--- src/rtl/instr_fetch_issue_pkg.sv ---
// instr_fetch_issue_pkg: opcodes, instruction layout and fetch states
// shared between the fetch front end and control_fsm.
package instr_fetch_issue_pkg;

    localparam logic [3:0] OP_ADD  = 4'h0;
    localparam logic [3:0] OP_SUB  = 4'h1;
    localparam logic [3:0] OP_AND  = 4'h2;
    localparam logic [3:0] OP_OR   = 4'h3;
    localparam logic [3:0] OP_XOR  = 4'h4;
    localparam logic [3:0] OP_NOT  = 4'h5;
    localparam logic [3:0] OP_SLA  = 4'h6;
    localparam logic [3:0] OP_SRA  = 4'h7;
    localparam logic [3:0] OP_LI   = 4'h8;
    localparam logic [3:0] OP_ADDI = 4'h9;
    localparam logic [3:0] OP_SUBI = 4'ha;
    localparam logic [3:0] OP_LWI  = 4'hb;
    localparam logic [3:0] OP_BLE  = 4'hc;
    localparam logic [3:0] OP_BGE  = 4'hd;
    localparam logic [3:0] OP_BEQ  = 4'he;
    localparam logic [3:0] OP_J    = 4'hf;

    // Instruction layout: [15:12] op, [11:8] op1, [7:4] op2, [3:0] op3.
    typedef struct packed {
        logic [3:0] op_code;
        logic [3:0] op1;
        logic [3:0] op2;
        logic [3:0] op3;
    } instr_t;

    localparam logic [1:0] FETCH   = 2'd0;
    localparam logic [1:0] WAIT    = 2'd1;
    localparam logic [1:0] ISSUE   = 2'd2;
    localparam logic [1:0] BR_WAIT = 2'd3;

    function automatic logic is_branch(input logic [3:0] op);
        return (op == OP_BLE) || (op == OP_BGE) || (op == OP_BEQ);
    endfunction

endpackage

--- src/rtl/instr_fetch_issue_pc_counter.sv ---
// instr_fetch_issue_pc_counter: program counter with increment,
// in-page jump and full branch-target load.
module instr_fetch_issue_pc_counter #(
    parameter int pc_width = 16
) (
    input  logic                clk,
    input  logic                rst,
    input  logic                inc,
    input  logic                load_j,
    input  logic [11:0]         j_addr,
    input  logic                load_br,
    input  logic [pc_width-1:0] br_target,
    output logic [pc_width-1:0] pc
);

    localparam logic [pc_width-1:0] ONE = 1;

    // Branch target beats jump beats increment; wraps naturally.
    always_ff @(posedge clk) begin
        if (!rst) begin
            pc <= '0;
        end else if (load_br) begin
            pc <= br_target;
        end else if (load_j) begin
            pc <= {pc[pc_width-1:12], j_addr};
        end else if (inc) begin
            pc <= pc + ONE;
        end
    end

endmodule

--- src/rtl/instr_fetch_issue.sv ---
// instr_fetch_issue: fetches, splits and issues 16-bit instructions.
// Define INSTR_COUNT_EN to add issue_count / stall_count outputs.
module instr_fetch_issue
    import instr_fetch_issue_pkg::*;
#(
    parameter int pc_width           = 16,
    parameter int instr_width        = 16,
    parameter int reg_file_addr_size = 4
) (
    input  logic                          clk,
    input  logic                          rst,
    output logic                          imem_req,
    output logic [pc_width-1:0]           imem_addr,
    input  logic [instr_width-1:0]        imem_rdata,
    input  logic                          imem_rvalid,
    output logic [3:0]                    op_code,
    output logic [reg_file_addr_size-1:0] op1,
    output logic [reg_file_addr_size-1:0] op2,
    output logic [reg_file_addr_size-1:0] op3,
    output logic                          issue_valid,
    input  logic                          issue_ready,
    input  logic                          br_resolve,
    input  logic                          br_taken,
    input  logic [pc_width-1:0]           br_target,
`ifdef INSTR_COUNT_EN
    output logic [15:0]                   issue_count,
    output logic [15:0]                   stall_count,
`endif
    output logic [pc_width-1:0]           pc
);

    logic [1:0] state;
    logic       armed;
    instr_t     ir;
    logic       xfer;
    logic       is_j;

    // armed stays low for the first cycle out of reset so that
    // imem_req reads 0 right after reset and any stray response
    // from before reset lands while no fetch is outstanding.
    assign imem_req    = (state == FETCH) && armed;
    assign imem_addr   = pc;
    assign issue_valid = (state == ISSUE);
    assign xfer        = issue_valid && issue_ready;
    assign is_j        = (ir.op_code == OP_J);

    assign op_code = ir.op_code;
    assign op1     = ir.op1;
    assign op2     = ir.op2;
    assign op3     = ir.op3;

    instr_fetch_issue_pc_counter #(
        .pc_width(pc_width)
    ) u_pc (
        .clk      (clk),
        .rst      (rst),
        .inc      (xfer && !is_j),
        .load_j   (xfer && is_j),
        .j_addr   ({ir.op1, ir.op2, ir.op3}),
        .load_br  ((state == BR_WAIT) && br_resolve && br_taken),
        .br_target(br_target),
        .pc       (pc)
    );

    // Fetch sequencer; rvalid is only accepted while waiting.
    always_ff @(posedge clk) begin
        if (!rst) begin
            state <= FETCH;
            armed <= 1'b0;
            ir    <= '0;
        end else begin
            armed <= 1'b1;
            unique case (state)
                FETCH: begin
                    if (armed) state <= WAIT;
                end
                WAIT: begin
                    if (imem_rvalid) begin
                        ir    <= instr_t'(imem_rdata[15:0]);
                        state <= ISSUE;
                    end
                end
                ISSUE: begin
                    if (issue_ready) begin
                        state <= is_branch(ir.op_code) ? BR_WAIT : FETCH;
                    end
                end
                BR_WAIT: begin
                    if (br_resolve) state <= FETCH;
                end
                default: state <= FETCH;
            endcase
        end
    end

`ifdef INSTR_COUNT_EN
    logic stalled;
    assign stalled = (issue_valid && !issue_ready) || (state == BR_WAIT);

    // Transfer count wraps; stall count saturates.
    always_ff @(posedge clk) begin
        if (!rst) begin
            issue_count <= '0;
            stall_count <= '0;
        end else begin
            if (xfer) issue_count <= issue_count + 16'd1;
            if (stalled && (stall_count != 16'hffff)) begin
                stall_count <= stall_count + 16'd1;
            end
        end
    end
`endif

endmodule

--- config.mk ---
export PLATFORM = sky130hd
export DESIGN_NAME = instr_fetch_issue
export DESIGN_NICKNAME = d
export VERILOG_FILES = /design/src/rtl/instr_fetch_issue_pkg.sv /design/src/rtl/instr_fetch_issue_pc_counter.sv /design/src/rtl/instr_fetch_issue.sv
export SDC_FILE = /design/constraint.sdc
export NUM_CORES = 1
export LEC_CHECK = 0
export CORE_ASPECT_RATIO = 1.25
export CORE_MARGIN = 2
export CORE_UTILIZATION = 35
export CTS_BUF_LIST = sky130_fd_sc_hd__clkbuf_8
export CTS_CLUSTER_DIAMETER = 50
export CTS_CLUSTER_SIZE = 25
export DETAILED_ROUTE_END_ITERATION = 8
export PLACE_DENSITY_LB_ADDON = 0.15
export SLEW_MARGIN = 20
export SYNTH_ARGS = -nofsm -noshare
export SYNTH_HDL_FRONTEND = slang
export SYNTH_SLANG_ARGS = --single-unit
--- constraint.sdc ---
create_clock -name clk -period 4.1 [get_ports clk]
set_input_delay 0.615 -clock clk [delete_from_list [all_inputs] [get_ports clk]]
set_output_delay 0.615 -clock clk [all_outputs]
set_load 0.005 [all_outputs]
==> results of run 1 <==
-- through the flow --
stage	total power, uW	area, sq um
after CTS	732	2800
after global placement	494	2720
final	722	2800
after global routing	763	2800
after floorplan	422	1940
after detailed placement	494	2720
-- worst paths after layout --
path	endpoint	cells after the start	from
max	u_pc.pc[12]$_SDFFE_PN0P_	6	br_resolve
min	op3[1]$_SDFFE_PN0P_	2	op3[1]$_SDFFE_PN0P_
max reg2reg	u_pc.pc[11]$_SDFFE_PN0P_	5	state[1]$_SDFFE_PN0P_
min reg2reg	op3[1]$_SDFFE_PN0P_	2	op3[1]$_SDFFE_PN0P_
-- synth_stat cells, drive strengths merged --
| library cell | n |
|---|---|
| or2 | 1 |
| nand4 | 4 |
| o211a | 1 |
| ha | 1 |
| a31oi | 10 |
| a41oi | 1 |
| nand2b | 2 |
| o31a | 3 |
| nor2 | 12 |
| a21oi | 21 |
| o22ai | 4 |
| xor2 | 4 |
| nor3b | 1 |
| a221oi | 1 |
| o21ai | 15 |
| a211oi | 1 |
| o221a | 1 |
| and3 | 1 |
| nor2b | 1 |
| clkbuf | 9 |
| xnor2 | 3 |
| nand2 | 70 |
| and4 | 4 |
| dfxtp | 35 |
| clkinv | 1 |
| a221o | 1 |
| a22oi | 2 |
| o211ai | 5 |
| a22o | 1 |
| nand3 | 7 |
| nor3 | 2 |
| o21a | 4 |
| a311o | 1 |
| and2 | 2 |
| buf | 21 |
| inv | 2 |
| o22a | 1 |
| a21boi | 3 |
-- power by group --
group / internal [uW] / switching (uW) / total, uW
registers: 353 / 17.5 / 371
clock network: 114 / 122 / 236
logic: 72.1 / 43.6 / 116
-- layer usage --
metal | up-vias | global-route usage, % | wire length (microns)
met1 | 936 | 23.3 | 2340
met2 | 65 | 29.2 | 2710
met3 | 2 | 5.44 | 333
met4 | 0 | 5.15 | 25
li1 | 1025 | - | -
met5 | - | 0 | 0
-- layout by cell type (no fill, tap or decap), types with 2 or more instances in the layout --
cell             synthesis  layout
nand3_1                  6       6
o211ai_1                 5       5
nand2_1                 70      70
nand4_1                  4       4
o21ai_0                 15      15
and2_1                   2       2
a22oi_1                  2       2
dfxtp_1                 35      35
o22ai_1                  4       4
a21oi_1                 21      21
xor2_1                   4       4
nand2b_1                 2       2
o21a_1                   4       4
nor3_1                   2       2
nor2_2                   2       3
a31oi_1                 10      10
o31a_1                   3       3
xnor2_1                  3       3
and4_1                   3       3
nor2_1                  10       9
a21boi_1                 2       2
clkbuf_8                 0       5
inv_1                    2       4
clkdlybuf4s50_1          0      87
-- kinds of logic (layout without fill, tap and decap cells) --
family	count (synthesis)	after routing	synth area share (%)
simple gates	107	107	25.2
compound gates	76	76	24.8
xor+xnor	7	7	3.15
fa+ha+maj	1	1	0.643
flops	35	35	36.0
buf+inv	33	99	10.1
-- critical path: cells and delay by family --
kind            cells  cell delay (ns)
compound gates      2             0.41
buf+inv             1             0.55
simple gates        3             0.91
-- flip-flops by register name (all words and copies together), names as in the netlist --
register and cells:
armed 1, op1 4, op2 4, op3 4, op_code 4, state 2, u_pc.pc 16
-- layout make-up --
| class | count | area, sq um |
|---|---|---|
| Fill cell | 572 | 2600 |
| Multi-Input combinational cell | 191 | 1050 |
| Timing Repair Buffer | 88 | 878 |
| Sequential cell | 35 | 701 |
| Tap cell | 64 | 80.1 |
| Clock buffer | 5 | 68.8 |
| Clock inverter | 3 | 12.5 |
| Inverter | 3 | 11.3 |
==> results by group, run 1 <==
Flow run
  – Max Cap Viol: 0

Drt
  – Pre-antenna DRT Iters: 4
  – Average wire per standard cell: ~14 microns
  – Vias/cell: roughly 5.2
  – Post-route DRC violation count: 0
  – ANT nets after route: 0
  – Final wirelength: 5410 microns
  – Drt initial violations: approximately 130
  – Via count: 2028

Clock network
  – Clock net sink count: 35
  – CTS clk-pin slew, worst paths: 0.07 ns
  – Post-CTS setup buffer count: 0
  – PostCTS Resize Cnt: 0
  – Clock buffer count from CTS: 5
  – # hold bufs at CTS: 0
  – CTS tree: yes
  – Clock Path Buffers: 2
  – Clock latency on the worst-skew pair: 0.29 ns
  – H-Tree Depth: 2
  – Root Buffer: clkbuf_8

Floorplan
  – Num ports: 88
  – Core area: 5410 sq um
  – Initial Util: 36.0%
  – Die Height: 87.3 microns
  – Die area: about 6200 sq um
  – FP Rows: 30
  – Die X: 70.7 microns

Worst setup path
  – Required time of the critical path: around 4.3 ns
  – CP max stage delay: 0.55 ns
  – Critical Path, Cell by Cell: clkdlybuf4s50_1 -> nand4_1 -> nand2_1 -> nand2_1 -> a221o_1 -> o211a_1
  – Cell repeated most along the worst path: nand2_1
  – Max Fanout on Critical Path: 14
  – R2R Setup Slk: 2.08 ns
  – Crit start category: input port
  – CP Class: in -> reg
  – Crit path DAT: between 2 and 2.5 ns
  – Worst setup EP type: flop
  – Critical Path Slowest Stage Cell: clkdlybuf4s50_1

Finish
  – # nets final: 363
  – Utilization after layout: 51.8%
  – Ant diodes: 0
  – Cell Count, Final, Fillers Out: 389
  – Share of post-route cells with drive strength above 1: under 10%
  – P&R area growth vs syn: 44.1%

Timing
  – RSZ-0062 raised after global routing: false
  – Relative slew slack: 52.4%
  – Final Max Tran Viols: 0
  – Count of final setup violators: 0
  – Setup WS post-layout: 1.79 ns
  – Post-route minimum period: 2.31 ns
  – Period utilization: 56.4%
  – Clock Skew: approximately 0.0075 ns
  – Final hold viol count: 0
  – Achievable Freq: 432 MHz
  – Worst hold slack: 0.477 ns
  – Setup TNS: 0 ns
  – Slew @ Worst Pin: 0.714 ns

Placed design
  – GPL Wtd Cong: about 0.83
  – DP Wirelength: 3960 microns
  – PortBufs: 87
  – Place WS: 1.51 ns
  – Placed Cells: roughly 380

Synthesis
  – #FFs+latches synth: 35
  – Mapped Cells: around 260
  – Yosys top cell by area: dfxtp_1
  – Mean area per synthesized cell: 7.51 sq um
  – Synthesized area: 1940 sq um
  – Synth top area share: between 30% and 40%
  – Distinct cells, synth: 44
  – Synth top area cells: dfxtp_1 36%, nand2_1 14%, buf_4 6.2%, a21oi_1 5.4%, o21ai_0 3.9%
  – Mapped Nets: 298
  – Seq/Total Area, Yosys: 36.0%
  – Synth warn: 0

Power and ir drop
  – Leak: 0.000969 uW
  – Worst vdd ir: 0.166 mV
  – Cell Pwr Density: 258 nW/um^2

GRT
  – GRT Util Overall: 18.0%
  – First-pass GRT wire length: about 8900 microns
  – Pin count of the biggest net entering global routing: 26
  – Initial antenna violation count: 0
  – Number of global-route vias before repair: 1877
  – Grt ovf: 0

Status
  – Status: complete, no violations

Worst hold path
  – Hold WC Path Type: reg -> reg
(Power assumes the default switching activity.)
==> run 2, diff against run 1 <==
==> constraint.sdc (replaced) <==
create_clock -name clk -period 2.3 [get_ports clk]
set_input_delay 0.345 -clock clk [delete_from_list [all_inputs] [get_ports clk]]
set_output_delay 0.345 -clock clk [all_outputs]
set_load 0.005 [all_outputs]
==> run 2 against run 1 <==
Clock power increased by 80%. Hold slack got worse by 0.00096 ns. Clock-buffer cell count unchanged. Combinational power increased by 83%. Cell count increased by 1.8%. Sequential power increased by 78%. Core utilization increased by 0.93 points. Global-route usage increased by 0.29 points. Clock skew about the same. Critical path depth decreased by 4. Routed wire length decreased by 2.4%. Worst setup slack got worse by 1.4 ns. Largest power group unchanged.
==> results by group, run 2 (synthesized netlist as in run 1, its figures left out) <==
Finish
  – Fill count: 556 (was 572)
  – Utilization after layout: 52.8% (was 51.8%)
  – Cell Count, Final, Fillers Out: 396 (was 389)
  – Largest reg by FF count: u_pc.pc (unchanged)
  – P&R area growth vs syn: 46.7% (was 44.1%)
  – Most frequent cells in the layout: 87 x clkdlybuf4s50_1, 70 x nand2_1, 35 x dfxtp_1, 21 x a21oi_1, 15 x o21ai_0 (unchanged)
  – Ant diodes: 0 (unchanged)
  – # nets final: 370 (was 363)
  – Max FFs per register: 16 (unchanged)
  – Commonest non-fill, non-tap cell in the layout: clkdlybuf4s50_1 (unchanged)
  – Share of post-route cells with drive strength above 1: 6.63% (was 4.92%)

Drt
  – Post-route DRC violation count: 0 (unchanged)
  – Pre-antenna DRT Iters: 4 (unchanged)
  – Drt initial violations: 80 (was 131)
  – Max Used Layer: met4 (unchanged)
  – Vias/cell: 5.08 (was 5.21)
  – Routed wl met3: 369 microns (was 333 microns)
  – WL met1: 2360 microns (was 2340 microns)
  – Final wirelength: 5280 microns (was 5410 microns)
  – ANT nets after route: 0 (unchanged)
  – Average wire per standard cell: 13.3 microns (was 13.9 microns)
  – Metal2 WL: 2510 microns (was 2710 microns)
  – Via count: 2010 (was 2028)

Timing
  – Slew @ Worst Pin: 0.331 ns (was 0.714 ns)
  – Period utilization: 83.3%
  – Count of final setup violators: 0 (unchanged)
  – Clock Skew: 0.00786 ns (was 0.00745 ns)
  – Final Max Tran Viols: 0 (unchanged)
  – Post-route minimum period: 1.92 ns
  – Setup TNS: 0 ns (unchanged)
  – Setup WS post-layout: 0.384 ns (was 1.79 ns)
  – RSZ-0062 raised after global routing: false (unchanged)
  – Achievable Freq: between 500 and 600 MHz
  – Final hold viol count: 0 (unchanged)
  – Relative slew slack: 77.9% (was 52.4%)

Floorplan
  – Num ports: 88 (unchanged)
  – Die X: 70.7 microns (unchanged)
  – Die Height: 87.3 microns (unchanged)
  – Initial Util: 36.0% (unchanged)
  – FP Rows: 30 (unchanged)
  – Die area: 6170 sq um (unchanged)
  – Core area: 5410 sq um (unchanged)

Worst hold path
  – Hold Path End: op2[1]$_SDFFE_PN0P_ (was op3[1]$_SDFFE_PN0P_)
  – HP Start: op2[1]$_SDFFE_PN0P_ (was op3[1]$_SDFFE_PN0P_)
  – Hold WC Path Type: reg -> reg (unchanged)
  – Hold Path Depth: 2 (unchanged)

Clock network
  – Post-CTS setup buffer count: 0 (unchanged)
  – Root Buffer: clkbuf_8 (unchanged)
  – CTS clk-pin slew, worst paths: 0.07 ns (about the same)
  – # hold bufs at CTS: 0 (unchanged)
  – Clock net sink count: 35 (unchanged)
  – H-Tree Depth: 2 (unchanged)
  – PostCTS Resize Cnt: 0 (unchanged)
  – CTS tree: yes (unchanged)
  – Clock buffer count from CTS: 5 (unchanged)
  – Clock Path Buffers: 2 (unchanged)
  – Clock latency on the worst-skew pair: 0.29 ns (about the same)

GRT
  – Initial antenna violation count: 0 (unchanged)
  – First-pass GRT wire length: 9110 microns (was 8900 microns)
  – Number of global-route vias before repair: 1974 (was 1877)
  – GRT Util Overall: 18.3% (was 18.0%)
  – Grt ovf: 0 (unchanged)
  – Pin count of the biggest net entering global routing: 19 (was 26)

Power and ir drop
  – Design Power: 1300 uW (was 722 uW)
  – Internal power: 966 uW (was 539 uW)
  – Clock power frac: 32.7% (about the same)
  – Switch Pwr: 330 uW (was 183 uW)
  – Combinational share of power: 16.4% (was 16.0%)
  – Cell Pwr Density: 454 nW/um^2 (was 258 nW/um^2)
  – Leak: 0.00100 uW (was 0.000969 uW)
  – Register share of total power: 50.9% (was 51.3%)
  – Worst vdd ir: 0.277 mV (was 0.166 mV)
  – Switching Fraction: 25.5% (was 25.3%)

Placed design
  – PortBufs: 87 (unchanged)
  – Place WS: 0.381 ns (was 1.51 ns)
  – GPL Wtd Cong: 0.799 (was 0.827)
  – Placed Cells: 388 (was 381)
  – DP Wirelength: 4000 microns (was 3960 microns)

Worst setup path
  – Crit Reg-Reg Startpoint: u_pc.pc[0]$_SDFFE_PN0P_ (was state[1]$_SDFFE_PN0P_)
  – RR Endpoint: u_pc.pc[12]$_SDFFE_PN0P_ (was u_pc.pc[11]$_SDFFE_PN0P_)
  – Worst r2r path cells: 6 (was 5)
  – Max Fanout on Critical Path: 10 (was 14)
  – Worst setup EP type: output pin (was flop)
  – R2R Setup Slk: 0.50 ns (was 2.08 ns)
  – Required time of the critical path: 1.96 ns (was 4.28 ns)
  – Crit start category: flop (was input port)
  – CP Class: reg -> out (was in -> reg)
  – Crit path DAT: 1.57 ns (was 2.49 ns)

Flow run
  – Max Cap Viol: 0 (unchanged)

Status
  – Status: complete, no violations (unchanged)
## run 2: cell count changes in the layout (fill, tap and decap cells not counted)
cell	delta
nor2_2	-1
nor2_1	+1
buf_4	+7
## run 2: per-layer routing
layer	vias to the layer above	track usage, %
li1	1035	-
met1	904	22.6
met2	66	30.4
met3	5	5.67
met4	0	6.00
met5	-	0
## run 2: power groups by stage
stage | Combinational (uW) | Sequential (uW) | Clock, uW
6_report | 212 | 660 | 424
5_1_grt | 235 | 664 | 467
4_1_cts | 215 | 660 | 436
3_5_place_dp | 213 | 673 | 0
3_3_place_gp | 212 | 673 | 0
2_1_floorplan | 89.3 | 663 | 0
## run 2: area by class of cell
cell class | instances | area, sq um | share of cell area [%]
clock buffers | 5 | 68.8 | 2.41
clock inverters | 3 | 12.5 | 0.439
inverters | 3 | 11.3 | 0.395
multi-input cells | 191 | 1050 | 36.7
flip-flops and latches | 35 | 701 | 24.6
well taps | 64 | 80.1 | 2.81
repair buffers | 95 | 931 | 32.6
## run 2: worst max path at each step
| stage | depth (start not counted) | to | slack (ns) | startpoint |
|---|---|---|---|---|
| after global routing | 2 | issue_valid | 0.29 | state[1]$_SDFFE_PN0P_ |
| after global placement | 6 | u_pc.pc[11]$_SDFFE_PN0P_ | 0.44 | br_resolve |
| after CTS | 2 | issue_valid | 0.39 | state[1]$_SDFFE_PN0P_ |
| final | 2 | issue_valid | 0.38 | state[1]$_SDFFE_PN0P_ |
| after detailed placement | 6 | u_pc.pc[11]$_SDFFE_PN0P_ | 0.38 | br_resolve |
| after floorplan | 6 | u_pc.pc[12]$_SDFFE_PN0P_ | 0.69 | u_pc.pc[0]$_SDFFE_PN0P_ |
## run 2: worst max-delay path, cell delays in order, from the launching register on
cell	delay [ns]
dfxtp_1	0.48
nor2b_2	0.27
clkdlybuf4s50_1	0.53
## run 2: per-stage QoR
step,hold WS [ns],cell area (sq um)
6_report,0.476,2850
5_1_grt,0.512,2850
4_1_cts,0.482,2850
3_5_place_dp,0.465,2770
3_3_place_gp,0.462,2770
2_1_floorplan,0.373,1940
